--- config.mk ---
export PLATFORM = sky130hd
export DESIGN_NAME = instruction_fetch_stage_flat
export DESIGN_NICKNAME = d
export VERILOG_FILES = /design/src/rtl/instruction_fetch_stage_if.sv /design/src/rtl/instruction_fetch_stage.sv /design/src/flat_wrapper.sv
export SDC_FILE = /design/constraint.sdc
export NUM_CORES = 1
export LEC_CHECK = 0
export CAP_MARGIN = 20
export CORE_UTILIZATION = 45
export DETAILED_ROUTE_END_ITERATION = 10
export PLACE_DENSITY_LB_ADDON = 0.3
export SETUP_SLACK_MARGIN = 0.1
export SYNTH_ARGS = -nofsm -noshare
export SYNTH_HDL_FRONTEND = slang
export SYNTH_SLANG_ARGS = --single-unit
--- constraint.sdc ---
create_clock -name clk -period 3.71 [get_ports clk]
set_input_delay 0.5565 -clock clk [delete_from_list [all_inputs] [get_ports clk]]
set_output_delay 0.5565 -clock clk [all_outputs]
set_load 0.01 [all_outputs]
--- src/rtl/instruction_fetch_stage_if.sv ---
// Bundle between the fetch stage, the hazard unit, branch resolution and instruction memory.
// With FETCH_PERF_CNT_EN defined it also carries the fetch and bubble counters.
interface instruction_fetch_stage_if #(
    parameter int ADDR_W = 6
);
    logic              stall_f;
    logic              stall_d;
    logic              flush_d;
    logic              redirect;
    logic [31:0]       redirect_pc;
    logic [ADDR_W-1:0] imem_addr;
    logic [31:0]       imem_instr;
    logic [31:0]       pc_f;
    logic [31:0]       instr_d;
    logic [31:0]       pc_plus4_d;
    logic              valid_d;
`ifdef FETCH_PERF_CNT_EN
    logic [31:0]       fetch_count;
    logic [31:0]       bubble_count;
`endif

    // Fetch stage side
    modport master (
        input  stall_f, stall_d, flush_d, redirect, redirect_pc, imem_instr,
`ifdef FETCH_PERF_CNT_EN
        output fetch_count, bubble_count,
`endif
        output imem_addr, pc_f, instr_d, pc_plus4_d, valid_d
    );

    // Environment side: hazard unit, branch resolution, memory, decode
    modport slave (
        output stall_f, stall_d, flush_d, redirect, redirect_pc, imem_instr,
`ifdef FETCH_PERF_CNT_EN
        input  fetch_count, bubble_count,
`endif
        input  imem_addr, pc_f, instr_d, pc_plus4_d, valid_d
    );
endinterface

--- src/rtl/instruction_fetch_stage.sv ---
// MIPS fetch stage: PC register, instruction memory addressing and IF/ID pipeline register.
// Optional perf counters (fetch_count, bubble_count) are built when FETCH_PERF_CNT_EN is defined.
module instruction_fetch_stage #(
    parameter logic [31:0] RESET_PC = 32'h0000_0000,
    parameter int          ADDR_W   = 6
) (
    input  logic                          clk,
    input  logic                          reset_n,
    instruction_fetch_stage_if.master     bus
);

    logic [31:0] pc_r;
    logic [31:0] pc_next_s;
    logic [31:0] pc_plus4_s;
    logic [31:0] instr_r;
    logic [31:0] instr_next_s;
    logic [31:0] pc_plus4_d_r;
    logic [31:0] pc_plus4_d_next_s;
    logic        valid_r;
    logic        valid_next_s;
    logic        capture_s;

    // PC next-value selection: redirect beats stall, otherwise sequential
    always_comb begin
        pc_plus4_s = pc_r + 32'd4;
        pc_next_s  = pc_plus4_s;
        if (bus.redirect) begin
            pc_next_s = {bus.redirect_pc[31:2], 2'b00};
        end else if (bus.stall_f) begin
            pc_next_s = pc_r;
        end else begin
            pc_next_s = pc_plus4_s;
        end
    end

    // IF/ID next-value selection: flush inserts a bubble even while stalled
    always_comb begin
        instr_next_s      = instr_r;
        pc_plus4_d_next_s = pc_plus4_d_r;
        valid_next_s      = valid_r;
        capture_s         = 1'b0;
        if (bus.flush_d) begin
            instr_next_s      = 32'h0000_0000;
            pc_plus4_d_next_s = 32'h0000_0000;
            valid_next_s      = 1'b0;
        end else if (bus.stall_d) begin
            instr_next_s      = instr_r;
            pc_plus4_d_next_s = pc_plus4_d_r;
            valid_next_s      = valid_r;
        end else begin
            instr_next_s      = bus.imem_instr;
            pc_plus4_d_next_s = pc_plus4_s;
            valid_next_s      = 1'b1;
            capture_s         = 1'b1;
        end
    end

    // PC register
    always_ff @(posedge clk or negedge reset_n) begin
        if (!reset_n) begin
            pc_r <= RESET_PC;
        end else begin
            pc_r <= pc_next_s;
        end
    end

    // IF/ID pipeline register
    always_ff @(posedge clk or negedge reset_n) begin
        if (!reset_n) begin
            instr_r      <= 32'h0000_0000;
            pc_plus4_d_r <= 32'h0000_0000;
            valid_r      <= 1'b0;
        end else begin
            instr_r      <= instr_next_s;
            pc_plus4_d_r <= pc_plus4_d_next_s;
            valid_r      <= valid_next_s;
        end
    end

`ifdef FETCH_PERF_CNT_EN
    logic [31:0] fetch_count_r;
    logic [31:0] bubble_count_r;

    // Perf counters, free-running with natural 32-bit wrap
    always_ff @(posedge clk or negedge reset_n) begin
        if (!reset_n) begin
            fetch_count_r  <= 32'd0;
            bubble_count_r <= 32'd0;
        end else begin
            if (capture_s) begin
                fetch_count_r <= fetch_count_r + 32'd1;
            end else begin
                fetch_count_r <= fetch_count_r;
            end
            if (bus.flush_d || bus.stall_d) begin
                bubble_count_r <= bubble_count_r + 32'd1;
            end else begin
                bubble_count_r <= bubble_count_r;
            end
        end
    end

    assign bus.fetch_count  = fetch_count_r;
    assign bus.bubble_count = bubble_count_r;
`endif

    // Word address aliases modulo the memory size; no range check by design
    assign bus.imem_addr  = pc_r[ADDR_W+1:2];
    assign bus.pc_f       = pc_r;
    assign bus.instr_d    = instr_r;
    assign bus.pc_plus4_d = pc_plus4_d_r;
    assign bus.valid_d    = valid_r;

endmodule

--- src/flat_wrapper.sv ---
// flat-port wrapper written by rule: the top's interface ports become plain ports
module instruction_fetch_stage_flat 
#(
    parameter logic [31:0] RESET_PC = 32'h0000_0000,
    parameter int          ADDR_W   = 6
)
  (clk, reset_n, bus_stall_f, bus_stall_d, bus_flush_d, bus_redirect, bus_redirect_pc, bus_imem_instr, bus_imem_addr, bus_pc_f, bus_instr_d, bus_pc_plus4_d, bus_valid_d);
  instruction_fetch_stage_if #(.ADDR_W(ADDR_W)) bus_i ();
  input  logic clk;
  input  logic reset_n;
  input wire logic [$bits(bus_i.stall_f)-1:0] bus_stall_f;
  input wire logic [$bits(bus_i.stall_d)-1:0] bus_stall_d;
  input wire logic [$bits(bus_i.flush_d)-1:0] bus_flush_d;
  input wire logic [$bits(bus_i.redirect)-1:0] bus_redirect;
  input wire logic [$bits(bus_i.redirect_pc)-1:0] bus_redirect_pc;
  input wire logic [$bits(bus_i.imem_instr)-1:0] bus_imem_instr;
  output wire logic [$bits(bus_i.imem_addr)-1:0] bus_imem_addr;
  output wire logic [$bits(bus_i.pc_f)-1:0] bus_pc_f;
  output wire logic [$bits(bus_i.instr_d)-1:0] bus_instr_d;
  output wire logic [$bits(bus_i.pc_plus4_d)-1:0] bus_pc_plus4_d;
  output wire logic [$bits(bus_i.valid_d)-1:0] bus_valid_d;
  assign bus_i.stall_f = bus_stall_f;
  assign bus_i.stall_d = bus_stall_d;
  assign bus_i.flush_d = bus_flush_d;
  assign bus_i.redirect = bus_redirect;
  assign bus_i.redirect_pc = bus_redirect_pc;
  assign bus_i.imem_instr = bus_imem_instr;
  assign bus_imem_addr = bus_i.imem_addr;
  assign bus_pc_f = bus_i.pc_f;
  assign bus_instr_d = bus_i.instr_d;
  assign bus_pc_plus4_d = bus_i.pc_plus4_d;
  assign bus_valid_d = bus_i.valid_d;
  instruction_fetch_stage #(.RESET_PC(RESET_PC), .ADDR_W(ADDR_W)) u_core (.clk(clk), .reset_n(reset_n), .bus(bus_i));
endmodule
Word-level counts from Yosys, hierarchy flattened

Index checks and enable logic that the tools add are counted.

Output and inout bits: 103
Flip-flop bits (word level): 97
Word-level logic and storage cells: 15

Multiplexer cells: 8
$add $sub $neg: 1
Equality and inequality tests: 2

Operators with widths:

| kind                                                             | number |
|---|---|
| 32-bit 2-to-1 mux                                                | 6 |
| 32-bit by 3-bit adder with 32-bit output (second input constant) | 1 |
| 2-bit by 1-bit != test with 1-bit output (second input constant) | 2 |
| 1-bit 2-to-1 mux                                                 | 2 |

Depth between registers and ports, before layout

Depth in word-level cells: 3
Mapped depth: 7
Gate-level depth less buffers: 5

Worst setup path before layout

Ideal clock, no wire load.

Kind: reg-to-reg
Start point: reg u_core.pc_r[2], in the netlist u_core.bus.pc_f[2]
End point: reg u_core.pc_r[16], in the netlist u_core.bus.pc_f[16]
Path slack: 1.685 ns
Clock period less this slack: 2.025 ns
Stages on the path, launching flop included: 7
Path buffers: 1
Arrival: 1.956 ns
Cell sequence: dfrtp_1 > ha_1 > nand4b_1 > or2_2 > clkbuf_1 > or4_1 > nand3_1

Word-level cells in the longest chain between the ends: 3

Ends and longest elaborated chain:

| what                                     | RTL line                      | text |
|---|---|---|
| from (decl)                              | instruction_fetch_stage.sv:12 | `logic [31:0] pc_r;` |
| from (signal assigned)                   | instruction_fetch_stage.sv:63 | `pc_r <= pc_next_s;` |
| 32-bit by 3-bit adder with 32-bit output | instruction_fetch_stage.sv:25 | `pc_plus4_s = pc_r + 32'd4;` |
| 32-bit 2-to-1 mux                        | instruction_fetch_stage.sv:29 | `end else if (bus.stall_f) begin` |
| 32-bit 2-to-1 mux                        | instruction_fetch_stage.sv:27 | `if (bus.redirect) begin` |

Every way passes these cells. The select of a mux whose other input is x is not followed.
A chain may end at the register's enable or synchronous reset.

Worst setup path after layout

Start point: reg u_core.pc_r[10], in the netlist u_core.bus.pc_f[10]
End point: reg u_core.pc_plus4_d_r[28], in the netlist u_core.bus.pc_plus4_d[28]

Word-level cells in the longest chain between the ends: 3

Ends and longest elaborated chain:

| what                                     | RTL line                      | text |
|---|---|---|
| 32-bit by 3-bit adder with 32-bit output | instruction_fetch_stage.sv:25 |  |
| 32-bit 2-to-1 mux                        | instruction_fetch_stage.sv:46 | `end else if (bus.stall_d) begin` |
| 32-bit 2-to-1 mux                        | instruction_fetch_stage.sv:42 | `if (bus.flush_d) begin` |
| to (signal assigned)                     | instruction_fetch_stage.sv:75 | `pc_plus4_d_r <= pc_plus4_d_next_s;` |
| to (decl)                                | instruction_fetch_stage.sv:17 | `logic [31:0] pc_plus4_d_r;` |

Every way passes these cells. The select of a mux whose other input is x is not followed.

==> impl_metrics.yaml <==
worst_setup_path:
  critPathSlowestCell: "or4_1"
  crit_fanout: 21
  startpoint_type: "flop"
  crit_arrival_ns: 2.69
  endpoint_kind: "flop"
  crit_family: "simple AND/OR/NAND/NOR gates"
  path_depth: 4
  critPathCapture: "u_core.bus.pc_plus4_d[28]"
  ff2ff_path_depth: 4
  r2r_end: "u_core.bus.pc_plus4_d[28]"
  path_buf_inv: 0
  timing.rr.start: "u_core.bus.pc_f[10]"
  crit_required_ns: 3.98
  worstSetupPathType: "reg -> reg"
  reg2reg_slack_ns: 1.29
  cpPeakStageDelay_ns: 0.64
  crit_chain: "and4_1 -> nand4_2 -> or4_1 -> a311oi_1"
  critPathLaunch: "u_core.bus.pc_f[10]"
final_layout:
  nNetsFinal: 713
  areaGrowthSynthToFinish_pct: 38.10
  diodes: 0
  drive_gt1_share_pct: 5.255
  fin_area_um2: 6735
  num-fill-cells: 866
global_route:
  grtUsageMet1_pct: 33.15
  grt_use_met2_pct: 40.49
  grt_max_degree: 72
  antenna_found_initial: 0
  first_global_vias: 4297
  grtUsageTotal_pct: 24.72
  grt_pass1_wl_mm: 21.96
  grtUsageMet3_pct: 3.924
  grt-busiest-layer: "met2"
  grt_overflow_total: 0
timing:
  hold_violations: 0
  period_share_pct: 65.22
  slew_headroom_pct: 35.14
  fin_worst_skew_ns: 0.008308
  fmax_ghz: 0.4133
  setup-violations-final: 0
  worst_pin_slew_ns: 0.9718
  tns_ns: 0
  finalCriticalPeriod_ns: 2.420
  rsz0062_at_grt: "false"
  finalMaxSlewViolations: 0
power:
  switching_share_pct: 29.70
  power_frac_comb_pct: 21.5
  power.share.clock_pct: 29.9
  power.switching_uw: 733.8
  vdd_drop_max_mv: 0.1690
  power_density_nw_per_um2: 366.8
  pwr-share-seq_pct: 48.7
  power_leakage_nw: 2.731
  p_int_mw: 1.737
clocking:
  cts_root_buffer: "clkbuf_8"
  htree_levels: 3
  clkSinkCount: 94
  post_cts_resized: 0
  cts_setup_buffers: 0
  clk_path_buf_depth: 2
  path_clk_slew_ns: 0.10
  clk_latency_ns: 0.36
  cts_made_buffers: 9
  postCtsHoldBufs: 0
  tritoncts: "yes"
logic_synthesis:
  synth_cell_types: 49
  ys_seq_area_share_pct: 48.23
  async_flop_share_pct: 100.0
  synthesis.area_um2: 4877
  avgSynthCellArea_um2: 9.639
  ys.flop_type: "dfrtp_1"
  yosys_warnings: 0
  syn_inst: 506
  synth-seq-cells: 94
  synth_edf_count: 0
floorplan:
  core_um2: 10420
  dieArea_um2: 11260
  ios: 173
  die_x_um: 106.1
  floorplan.initialDensity_pct: 46.82
  rows: 37
  die_h_um: 106.1
run:
  drv_cap: 0
placement:
  port_buffers: 168
  dp_hpwl_mm: 9.645
  post_dp_cell_area_um2: 6520
  gp_congestion: 0.8711
detailed_routing:
  wl_per_cell_um: 17.39
  drc: 0
  dr.first_iter.drc_count: 368
  postRouteWirelength_mm: 13.61
  viasPerCell: 5.742
  dr.pass1.iters: 5
  antenna_left: 0
  vias: 4496
min_path:
  hold_path_class: "in -> async"
run_status:
  status: "complete, no violations"
## power by group through the flow
stage,Clock [mW],Combinational [mW],Sequential (mW)
floorplan,0,0.220,1.22
global placement,0,0.522,1.22
detailed placement,0,0.531,1.22
CTS,0.750,0.535,1.20
global route,0.793,0.575,1.22
finish,0.738,0.530,1.20
## metrics by stage
| step | hold slack [ns] | instances | setup slack, ns | total power, mW | utilization (%) |
|---|---|---|---|---|---|
| detailed placement | 0.4670 | 767 | 1.142 | 1.750 | 62.59 |
| floorplan | 0.2609 | 507 | 1.685 | 1.440 | - |
| global placement | 0.4647 | 767 | 1.141 | 1.738 | 62.59 |
| finish | 0.2889 | 783 | 1.291 | 2.471 | 64.66 |
| global route | 0.3823 | 783 | 1.163 | 2.584 | 64.66 |
| CTS | 0.3464 | 783 | 1.328 | 2.484 | 64.66 |
## area by class of cell
type	count	area, um2	share of cell area [%]
clock buffers	10	137.6	2.043
clock inverters	6	77.57	1.152
inverters	10	37.54	0.5573
multi-input cells	353	2246	33.35
flip-flops and latches	94	2352	34.92
well taps	136	170.2	2.526
repair buffers	174	1714	25.45
## flip-flops by register name (all words and copies together), names as in the netlist
| signal | flops |
|---|---|
| u_core.bus.instr_d | 32 |
| u_core.bus.pc_plus4_d | 31 |
| u_core.bus.pc_f | 30 |
| u_core.bus.valid_d | 1 |
## layer usage
metal	vias up	part of all wire, %
met1	2179	42
li1	2106	-
met2	190	49
met5	-	0
met3	21	6.6
met4	0	2.0
## layout by cell type (no fill, tap or decap), types with 2 or more instances in the layout
master / synthesis / final
or4b_1: 2 / 2
nand4b_1: 3 / 3
o31ai_1: 14 / 14
nor3b_1: 2 / 2
o31a_1: 2 / 2
nand3_1: 13 / 13
or2_2: 2 / 2
and3_1: 5 / 5
or4_1: 15 / 15
clkbuf_8: 0 / 10
nand4_2: 2 / 2
o21ai_0: 32 / 32
a21oi_1: 4 / 4
dfrtp_1: 94 / 94
o2111a_1: 2 / 2
nand4_1: 15 / 15
a311oi_1: 10 / 10
o211a_1: 2 / 2
xnor2_1: 16 / 16
a211oi_1: 7 / 7
nor4_1: 5 / 5
a31oi_1: 19 / 19
nand2_1: 27 / 27
inv_1: 9 / 9
clkdlybuf4s50_1: 0 / 165
and4_1: 7 / 7
or3_1: 11 / 11
buf_2: 10 / 2
o211ai_1: 2 / 2
inv_8: 0 / 2
conb_1: 1 / 2
xor2_1: 5 / 5
buf_4: 10 / 7
nor3_1: 9 / 9
mux2i_1: 34 / 34
nor2_1: 72 / 72
## synthesized netlist by cell type (2+ instances only)
| cell | count | area [um2] |
|---|---|---|
| dfrtp_1 | 94 | 2352 |
| nor2_1 | 72 | 270.3 |
| mux2i_1 | 34 | 340.3 |
| o21ai_0 | 32 | 160.2 |
| clkbuf_1 | 28 | 105.1 |
| nand2_1 | 27 | 101.4 |
| a31oi_1 | 19 | 118.9 |
| xnor2_1 | 16 | 140.1 |
| nand4_1 | 15 | 93.84 |
| or4_1 | 15 | 112.6 |
| o31ai_1 | 14 | 105.1 |
| nand3_1 | 13 | 65.06 |
| or3_1 | 11 | 68.82 |
| a311oi_1 | 10 | 87.58 |
| buf_2 | 10 | 50.05 |
| buf_4 | 10 | 75.07 |
| inv_1 | 9 | 33.78 |
| nor3_1 | 9 | 45.04 |
| a211oi_1 | 7 | 52.55 |
| and4_1 | 7 | 61.31 |
| and3_1 | 5 | 31.28 |
| nor4_1 | 5 | 31.28 |
| xor2_1 | 5 | 43.79 |
| a21oi_1 | 4 | 20.02 |
| nand4b_1 | 3 | 26.28 |
| nand4_2 | 2 | 25.02 |
| nor3b_1 | 2 | 15.01 |
| o2111a_1 | 2 | 22.52 |
| o211a_1 | 2 | 20.02 |
| o211ai_1 | 2 | 15.01 |
| o31a_1 | 2 | 17.52 |
| or2_2 | 2 | 12.51 |
| or4b_1 | 2 | 20.02 |
## logic make-up after synthesis
| group | Yosys count | synth area share (%) |
|---|---|---|
| AOI/OAI and AO/OA | 100 | 13.83 |
| and+or+nand+nor | 195 | 21.06 |
| DFF | 94 | 48.23 |
| adders and majority gates | 1 | 0.2565 |
| buffers and inverters | 60 | 5.798 |
| muxes | 34 | 6.978 |
| xor gates and xnor gates | 21 | 3.771 |
| other | 1 | 0.07689 |
## worst min path at each step
stage | to | slack, ns | cells past startpoint
final | u_core.bus.pc_f[8] | 0.29 | 1
after global routing | u_core.bus.pc_f[8] | 0.38 | 1
after CTS | u_core.bus.pc_f[8] | 0.35 | 1
after detailed placement | u_core.bus.valid_d | 0.47 | 1
after global placement | u_core.bus.valid_d | 0.46 | 1
after floorplan | u_core.bus.instr_d[0] | 0.26 | 0
(Power assumes the default switching activity.)
